**src/rtl/gf_pkg.sv**
```systemverilog
// GF(2^8) arithmetic (primitive polynomial 0x11d), alpha power table and the
// syndrome vector type shared by the Reed-Solomon decoder stages.
package gf_pkg;

   localparam int SYMB_WIDTH  = 8;
   localparam int FIELD_ORDER = (1 << SYMB_WIDTH) - 1;
   localparam logic [SYMB_WIDTH:0] PRIM_POLY = 9'h11d;
   localparam int SYND_ROOTS  = 4;

   typedef logic [SYMB_WIDTH-1:0] symb_t;
   typedef symb_t alpha_to_symb_t;
   typedef symb_t synd_vec_t [SYND_ROOTS];

   // Shift-and-add multiply; each shift reduces by the primitive polynomial.
   function automatic symb_t gf_mult(input symb_t a, input symb_t b);
      symb_t p;
      symb_t x;
      p = '0;
      x = a;
      for (int i = 0; i < SYMB_WIDTH; i++) begin
         if (b[i]) p = p ^ x;
         x = x[SYMB_WIDTH-1] ? ((x << 1) ^ PRIM_POLY[SYMB_WIDTH-1:0]) : (x << 1);
      end
      return p;
   endfunction

   function automatic alpha_to_symb_t alpha_to_symb(input int idx);
      alpha_to_symb_t x;
      x = symb_t'(1);
      for (int i = 0; i < idx; i++) x = gf_mult(x, symb_t'(2));
      return x;
   endfunction

   function automatic symb_t alpha_pow(input int e);
      int idx;
      idx = e % FIELD_ORDER;
      if (idx < 0) idx = idx + FIELD_ORDER;
      return alpha_to_symb(idx);
   endfunction

endpackage

```
**src/rtl/rs_synd_cell.sv**
```systemverilog
// One syndrome root: Horner accumulator acc = acc*alpha^EXP ^ symb, with the
// constant alpha power fixed at elaboration. acc_nxt is the post-update value.
module rs_synd_cell
   import gf_pkg::*;
#(
   parameter int EXP = 1
) (
   input  logic                  clk,
   input  logic                  rstn,
   input  logic                  load,
   input  logic                  en,
   input  logic [SYMB_WIDTH-1:0] symb,
   output logic [SYMB_WIDTH-1:0] acc_nxt
);

   localparam symb_t ALPHA_C = alpha_pow(EXP);

   symb_t acc_q, acc_d;

   always_comb begin
      acc_d = acc_q;
      if (load)    acc_d = symb;
      else if (en) acc_d = gf_mult(acc_q, ALPHA_C) ^ symb;
   end

   assign acc_nxt = acc_d;

   // NOTE: state flops use non-blocking assignments so every register samples pre-edge values.
   always_ff @(posedge clk) begin
      if (!rstn) acc_q <= '0;
      else       acc_q <= acc_d;
   end

endmodule

```
**src/rtl/rs_syndrome.sv**
```systemverilog
// RS decoder front stage: ROOTS_NUM Horner syndromes, handed off over valid/ready.
// Define RS_SYND_LEN_CHK_EN to add the codeword length check (synd_len_err).
module rs_syndrome
   import gf_pkg::*;
#(
   parameter int ROOTS_NUM = SYND_ROOTS,
   parameter int FCR       = 1
`ifdef RS_SYND_LEN_CHK_EN
   , parameter int N_LEN   = 255
`endif
) (
   input  logic                            clk,
   input  logic                            rstn,
   input  logic                            s_valid,
   output logic                            s_ready,
   input  logic [SYMB_WIDTH-1:0]           s_symb,
   input  logic                            s_sop,
   input  logic                            s_eop,
   output logic                            synd_valid,
   input  logic                            synd_ready,
   output logic [ROOTS_NUM*SYMB_WIDTH-1:0] synd,
   output logic                            synd_zero
`ifdef RS_SYND_LEN_CHK_EN
   , output logic                          synd_len_err
`endif
);

   typedef enum logic [1:0] {ST_IDLE, ST_ACCUM, ST_HOLD} state_t;

   state_t state_q, state_d;
   logic   accept, load, en, frame_end, all_zero;
   logic [SYMB_WIDTH-1:0]           acc_nxt [ROOTS_NUM];
   logic [ROOTS_NUM*SYMB_WIDTH-1:0] synd_q, synd_d;
   logic                            zero_q, zero_d;

   assign s_ready   = rstn && (state_q != ST_HOLD);
   assign accept    = s_valid && s_ready;
   // A sop beat (re)starts a frame in IDLE or ACCUM; non-sop beats in IDLE are dropped.
   assign load      = accept && s_sop;
   assign en        = accept && !s_sop && (state_q == ST_ACCUM);
   assign frame_end = accept && s_eop && (s_sop || (state_q == ST_ACCUM));

   for (genvar j = 0; j < ROOTS_NUM; j++) begin : g_cell
      rs_synd_cell #(.EXP(FCR + j)) u_cell (
         .clk     (clk),
         .rstn    (rstn),
         .load    (load),
         .en      (en),
         .symb    (s_symb),
         .acc_nxt (acc_nxt[j])
      );
   end

   always_comb begin
      state_d = state_q;
      case (state_q)
         ST_IDLE:  if (load)       state_d = s_eop ? ST_HOLD : ST_ACCUM;
         ST_ACCUM: if (frame_end)  state_d = ST_HOLD;
         ST_HOLD:  if (synd_ready) state_d = ST_IDLE;
         default:                  state_d = ST_IDLE;
      endcase
   end

   always_comb begin
      synd_d   = synd_q;
      zero_d   = zero_q;
      all_zero = 1'b1;
      for (int j = 0; j < ROOTS_NUM; j++) begin
         if (acc_nxt[j] != '0) all_zero = 1'b0;
      end
      if (frame_end) begin
         for (int j = 0; j < ROOTS_NUM; j++) synd_d[j*SYMB_WIDTH +: SYMB_WIDTH] = acc_nxt[j];
         zero_d = all_zero;
      end
   end

   always_ff @(posedge clk) begin
      if (!rstn) begin
         state_q <= ST_IDLE;
         synd_q  <= '0;
         zero_q  <= 1'b0;
      end else begin
         state_q <= state_d;
         synd_q  <= synd_d;
         zero_q  <= zero_d;
      end
   end

   assign synd_valid = (state_q == ST_HOLD);
   assign synd       = synd_q;
   assign synd_zero  = zero_q;

`ifdef RS_SYND_LEN_CHK_EN
   localparam int LEN_W = $clog2(N_LEN + 1);

   logic [LEN_W-1:0] cnt_q, cnt_d;
   logic             len_err_q, len_err_d;

   // Saturating count; the eop symbol itself is included in the compared count.
   always_comb begin
      cnt_d     = cnt_q;
      len_err_d = len_err_q;
      if (load)                    cnt_d = LEN_W'(1);
      else if (en && (cnt_q != '1)) cnt_d = cnt_q + LEN_W'(1);
      if (frame_end)               len_err_d = (cnt_d != LEN_W'(N_LEN));
   end

   always_ff @(posedge clk) begin
      if (!rstn) begin
         cnt_q     <= '0;
         len_err_q <= 1'b0;
      end else begin
         cnt_q     <= cnt_d;
         len_err_q <= len_err_d;
      end
   end

   assign synd_len_err = len_err_q;
`endif

endmodule
```
**config.mk**
```make
export PLATFORM = sky130hd
export DESIGN_NAME = rs_syndrome
export DESIGN_NICKNAME = d
export VERILOG_FILES = /design/src/rtl/gf_pkg.sv /design/src/rtl/rs_synd_cell.sv /design/src/rtl/rs_syndrome.sv
export SDC_FILE = /design/constraint.sdc
export NUM_CORES = 1
export LEC_CHECK = 0
export BUFFER_PORTS_ARGS = -buffer_cell sky130_fd_sc_hd__buf_4
export CORE_MARGIN = 2
export CORE_UTILIZATION = 35
export CTS_CLUSTER_DIAMETER = 50
export CTS_CLUSTER_SIZE = 8
export DETAILED_ROUTE_END_ITERATION = 6
export GPL_ROUTABILITY_DRIVEN = 0
export HOLD_SLACK_MARGIN = 0.08
export PLACE_DENSITY = 0.63
export SYNTH_ARGS = -nofsm -noshare
export SYNTH_HDL_FRONTEND = slang
export SYNTH_SLANG_ARGS = --single-unit
```
**constraint.sdc**
```tcl
create_clock -name clk -period 2.3 [get_ports clk]
set_clock_uncertainty 0.05 [all_clocks]
set_input_delay 0.23 -clock clk [delete_from_list [all_inputs] [get_ports clk]]
set_output_delay 0.23 -clock clk [all_outputs]
set_load 0.05 [all_outputs]
```
# After elaboration in Yosys (flattened, before gate mapping)
# Cells that the tools add are included.
# W data, S select, Z words.
dict set report totals {
  reg_bits 67
  output_inout_bits 35
}
dict set report classes {
  eq_ne 6
  mux 35
  bitwise_logic 14
  n_reduce_logical 15
}
# operator n
set op_table {}
lappend op_table {{$mux W8} 16}
lappend op_table {{$mux W5} 10}
lappend op_table {{$not A4 Y4} 10}
lappend op_table {{$reduce_bool A8 Y1} 4}
lappend op_table {{$xor A8 B8 Y8} 4}
lappend op_table {{$mux W2} 4}
lappend op_table {{$logic_and A1 B1 Y1} 7}
lappend op_table {{$pmux W2 S3} 1}
lappend op_table {{$mux W1} 4}
lappend op_table {{$ne A2 B1 Y1 const B} 2}
lappend op_table {{$ne A2 B2 Y1 const B} 2}
lappend op_table {{$reduce_and A3 Y1} 1}
lappend op_table {{$eq A2 B1 Y1 const B} 1}
lappend op_table {{$eq A2 B2 Y1 const B} 1}
lappend op_table {{$logic_not A2 Y1} 1}
lappend op_table {{$logic_not A1 Y1} 1}
lappend op_table {{$logic_or A1 B1 Y1} 1}

# Longest topological paths before layout
dict set report depth {
  depth_word 15
  ltp_mapped 10
  mapped_depth_nobuf 8
}

# Cells and area by module
# A second synthesis with hierarchy kept.
dict set report unflattened {
  cells_unflattened 419
  area_unflattened_um2 3768.6
}
# mod n_inst seq_area_each_um2 area_per_inst_um2 cells_each
set by_module_without_submodules {}
lappend by_module_without_submodules {rs_syndrome 1 700.7 1387.6 136}
lappend by_module_without_submodules {{rs_synd_cell (g_cell[3].u_cell)} 1 160.2 650.6 79}
lappend by_module_without_submodules {{rs_synd_cell (g_cell[1].u_cell)} 1 160.2 585.6 75}
lappend by_module_without_submodules {{rs_synd_cell (g_cell[0].u_cell)} 1 160.2 579.3 65}
lappend by_module_without_submodules {{rs_synd_cell (g_cell[2].u_cell)} 1 160.2 565.5 64}

# Least setup slack after synthesis
# No wires, ideal clock.
dict set report synth_timing {
  path_kind {register -> register}
  start {reg state_q[0]}
  end {reg zero_q (netlist: synd_zero)}
  stages_incl_launch_ff 9
  setup_slack_ns -0.158
  arrival_ns 2.321
  setup_ns 0.087
  period_less_slack_ns 2.458
  path_cell_list {dfxtp_1 -> nand2b_1 -> inv_2 -> nor2_1 -> o21a_1 -> a221oi_1 -> nand4_1 -> or4_1 -> o31ai_1}
}
dict set report synth_via {
  elab_chain_cells 12
  word_cells_on_any_way 26
}
# item line
set synth_rtl {}
lappend synth_rtl {{from (decl)} rs_syndrome.sv:30} ;# state_t state_q, state_d;
lappend synth_rtl {{from (signal assigned)} rs_syndrome.sv:83} ;# state_q <= state_d;
lappend synth_rtl {{$ne A2 B2 Y1} rs_syndrome.sv:36} ;# assign s_ready = rstn && (state_q != ST_HOLD);
lappend synth_rtl {{$logic_and A1 B1 Y1} rs_syndrome.sv:36}
lappend synth_rtl {{$logic_and A1 B1 Y1} rs_syndrome.sv:37} ;# assign accept = s_valid && s_ready;
lappend synth_rtl {{$logic_and A1 B1 Y1 (2 in series)} rs_syndrome.sv:40} ;# assign en = accept && !s_sop && (state_q == ST_ACCUM);
lappend synth_rtl {{$mux W8} rs_synd_cell.sv:23} ;# else if (en) acc_d = gf_mult(acc_q, ALPHA_C) ^ symb;
lappend synth_rtl {{$mux W8} rs_synd_cell.sv:22} ;# if (load) acc_d = symb;
lappend synth_rtl {{$reduce_bool A8 Y1} rs_syndrome.sv:69} ;# if (acc_nxt[j] != '0) all_zero = 1'b0;
lappend synth_rtl {{$mux W1 (4 in series)} rs_syndrome.sv:69}
lappend synth_rtl {{to (signal assigned)} rs_syndrome.sv:85} ;# zero_q <= zero_d;
lappend synth_rtl {{to (decl)} rs_syndrome.sv:34} ;# logic zero_q, zero_d;
# Parallel ways exist; a longest one is shown, timed or not.
# A chain may end at the register's enable or synchronous reset.

# Worst setup path in the final report
# Same ends and word-level chain as after synthesis.

==> impl_metrics.py <==
metrics = {
    "run_status": {
        "outcome": "complete, but fails checks",
        "violations": "negative setup slack",
    },
    "cts": {
        "clock_latency_ps": 360,
        "cts_root_buf": "clkbuf_8",
        "cts_htree_levels": 3,
        "cts_buffer_depth": 2,
        "cts_tree": "done",
        "clkTransAtPathRegs_ps": 80,
        "clock_sinks": 67,
        "numCtsBuffers": 9,
    },
    "global_routing": {
        "grt_usage": 0.218,
        "antenna_found_initial": 0,
        "grt_pass1_wl_mm": 17.5,
        "grt_max_degree": 54,
        "overflow": 0,
        "first_global_vias": 3331,
    },
    "synth": {
        "yosysWarnings": 0,
        "synth_seq_cells": 67,
        "synth_cell_type_count": 55,
        "yosys-top-cells-count": "dfxtp_1 (67), nor2_1 (67), a211oi_1 (36), nand2_1 (28)",
        "netlist.area_leader.share": 0.391,
        "avgSynthCellArea_um2": 8.08,
        "ys.flop_type": "dfxtp_1",
        "synthesis.nets": 439,
        "synth-edff-count": 0,
        "syn_area_um2": 3430,
        "ys_seq_area_frac": 0.391,
        "synth_largest_area_cell": "dfxtp_1",
        "ys_async_sr_fraction": 0,
        "synthCells": 425,
        "synth_area_leaders": "dfxtp_1 (39%), a211oi_1 (7.9%), nor2_1 (7.3%), xnor2_1 (5.6%), nor3_1 (3.2%)",
    },
    "layout": {
        "areaGrowthSynthToFinish_pct": 46.4,
        "drive_above_1_share": 0.366,
        "antenna_cells": 0,
        "finalNetCount": 547,
        "final_cells": 671,
        "utilization": 0.522,
    },
    "floorplanning": {
        "core_region_area_um2": 9640,
        "fp.dieH_um": 103,
        "dieWidth_um": 103,
        "start_util": 0.356,
        "boundaryPins": 49,
        "row_count": 36,
        "dieArea_um2": 10600,
    },
    "route": {
        "first_pass_iters": 5,
        "drc": 0,
        "routedWlPerCell_um": 16.6,
        "vias": 3544,
        "drt_iter0_drc": 417,
        "viasPerCell": 5.28,
        "antenna_left": 0,
        "wl_mm": 11.2,
    },
    "placed_design": {
        "dpl_worst_slack_ps": -214,
        "hpwl_mm": 8.12,
        "dp.cells": 644,
        "io_buffers": 48,
    },
    "sta": {
        "max_freq_ghz": 0.423,
        "finalCriticalPeriod_ps": 2360,
        "worst_slew_pin_slew_ps": 504,
        "rsz0062_at_grt": "true",
        "fin_ws_ps": -62.6,
        "hold_violations": 0,
        "slew_violations": 0,
        "finalSetupViolCount": 1,
        "fin_setup_tns_ps": -62.6,
        "period_share": 1.03,
        "slew_headroom": 0.664,
    },
    "setup_path": {
        "crit_type": "reg2reg",
        "cp_max_fo": 5,
        "worstPathRequired_ps": 2530,
        "crit_path_end_kind": "flop",
        "start_kind": "flop",
        "cp.arrival_ps": 2590,
    },
    "power_and_ir_drop": {
        "peakVddDrop_v": 0.000350,
        "powerDensity_nw_per_um2": 637,
        "leakage_nw": 2.00,
        "p_total_mw": 3.21,
    },
    "flow_run": {
        "drv_cap": 0,
    },
    "min_path": {
        "hold_class": "in2reg",
    },
}
==> through the flow <==
step / hold WS, ps / area [um^2]
CTS: 221 / 4790
detailed placement: 406 / 4410
global route: 262 / 5030
floorplan: 287 / 3470
global placement: 398 / 4410
finish: 239 / 5030
==> path summary, 6_finish.rpt <==
| kind | from | endpoint | slack [ps] | cells after the start |
|---|---|---|---|---|
| setup / recovery | state_q[0]$_SDFFE_PN0P_ | synd_zero$_SDFFE_PN0P_ | -60 | 9 |
| hold / removal | s_valid | state_q[0]$_SDFFE_PN0P_ | 240 | 4 |
| setup reg to reg | state_q[0]$_SDFFE_PN0P_ | synd_zero$_SDFFE_PN0P_ | -60 | 9 |
| hold reg to reg | synd[31]$_SDFFE_PN0P_ | synd[31]$_SDFFE_PN0P_ | 420 | 2 |
==> repair_timing <==
item / in CTS / in global routing
pin swaps: 6 / 21
hold endpoints to repair: 2 / 0
buffers inserted: 2 / 7
setup endpoints to repair: 7 / 6
resized for setup: 17 / 38
hold buffers: 2 / 0
==> power by group <==
part	internal (mW)	total (mW)	switching, mW
clock network	0.839	1.33	0.491
registers	1.20	1.25	0.0450
logic	0.275	0.626	0.351
total	2.32	3.21	0.887
==> state kept, by name (all words and copies together), names as in the netlist <==
register,flops
g_cell.u_cell.acc_q,32
state_q,2
synd,32
synd_zero,1
==> logic make-up after synthesis <==
logic type | after synthesis | synth area share
AO/OA/AOI/OAI | 105 | 0.216
XOR/XNOR | 28 | 0.0754
buffers and inverters | 44 | 0.0539
flip-flops | 67 | 0.391
AND/OR/NAND/NOR | 181 | 0.264
==> placed cells by master, fill, tap and decap left out, types with 4 or more instances in the layout <==
cell	netlist	routed
a211oi_1	36	25
a211oi_2	0	11
a21oi_1	19	18
a221oi_2	0	4
and2_1	12	11
buf_4	1	122
buf_6	1	5
bufinv_16	0	4
clkbuf_8	0	9
dfxtp_1	67	62
inv_1	10	10
nand2_1	28	27
nand3_1	6	6
nand4_1	4	4
nor2_1	67	65
nor2b_1	7	6
nor3_1	22	20
o211ai_1	4	4
o21a_1	6	6
o21ai_0	12	11
or2_2	4	4
xnor2_1	22	20
xor2_1	5	5
==> layer usage <==
metal	vias up	share of wire	global-route usage
li1	1734	-	-
met1	1602	0.42	0.284
met2	179	0.46	0.336
met3	29	0.082	0.0569
met4	0	0.036	0.103
met5	-	0	0
==> critical path: stages, from the launching register on <==
cell,delay (ps)
dfxtp_4,360
buf_6,120
nor3b_4,150
nand2_2,130
buf_4,160
a21oi_1,50
a221oi_2,260
nand4_1,210
or4_4,600
o31ai_4,180
==> final cells by class <==
class	count	area, um^2
repair buffers	130	1010
multi-input cells	314	2180
fillers	906	4610
clock inverters	7	146
inverters	11	43.8
well taps	133	166
flip-flops and latches	67	1360
clock buffers	9	124
Note: power is estimated with default switching activity, not from simulation.
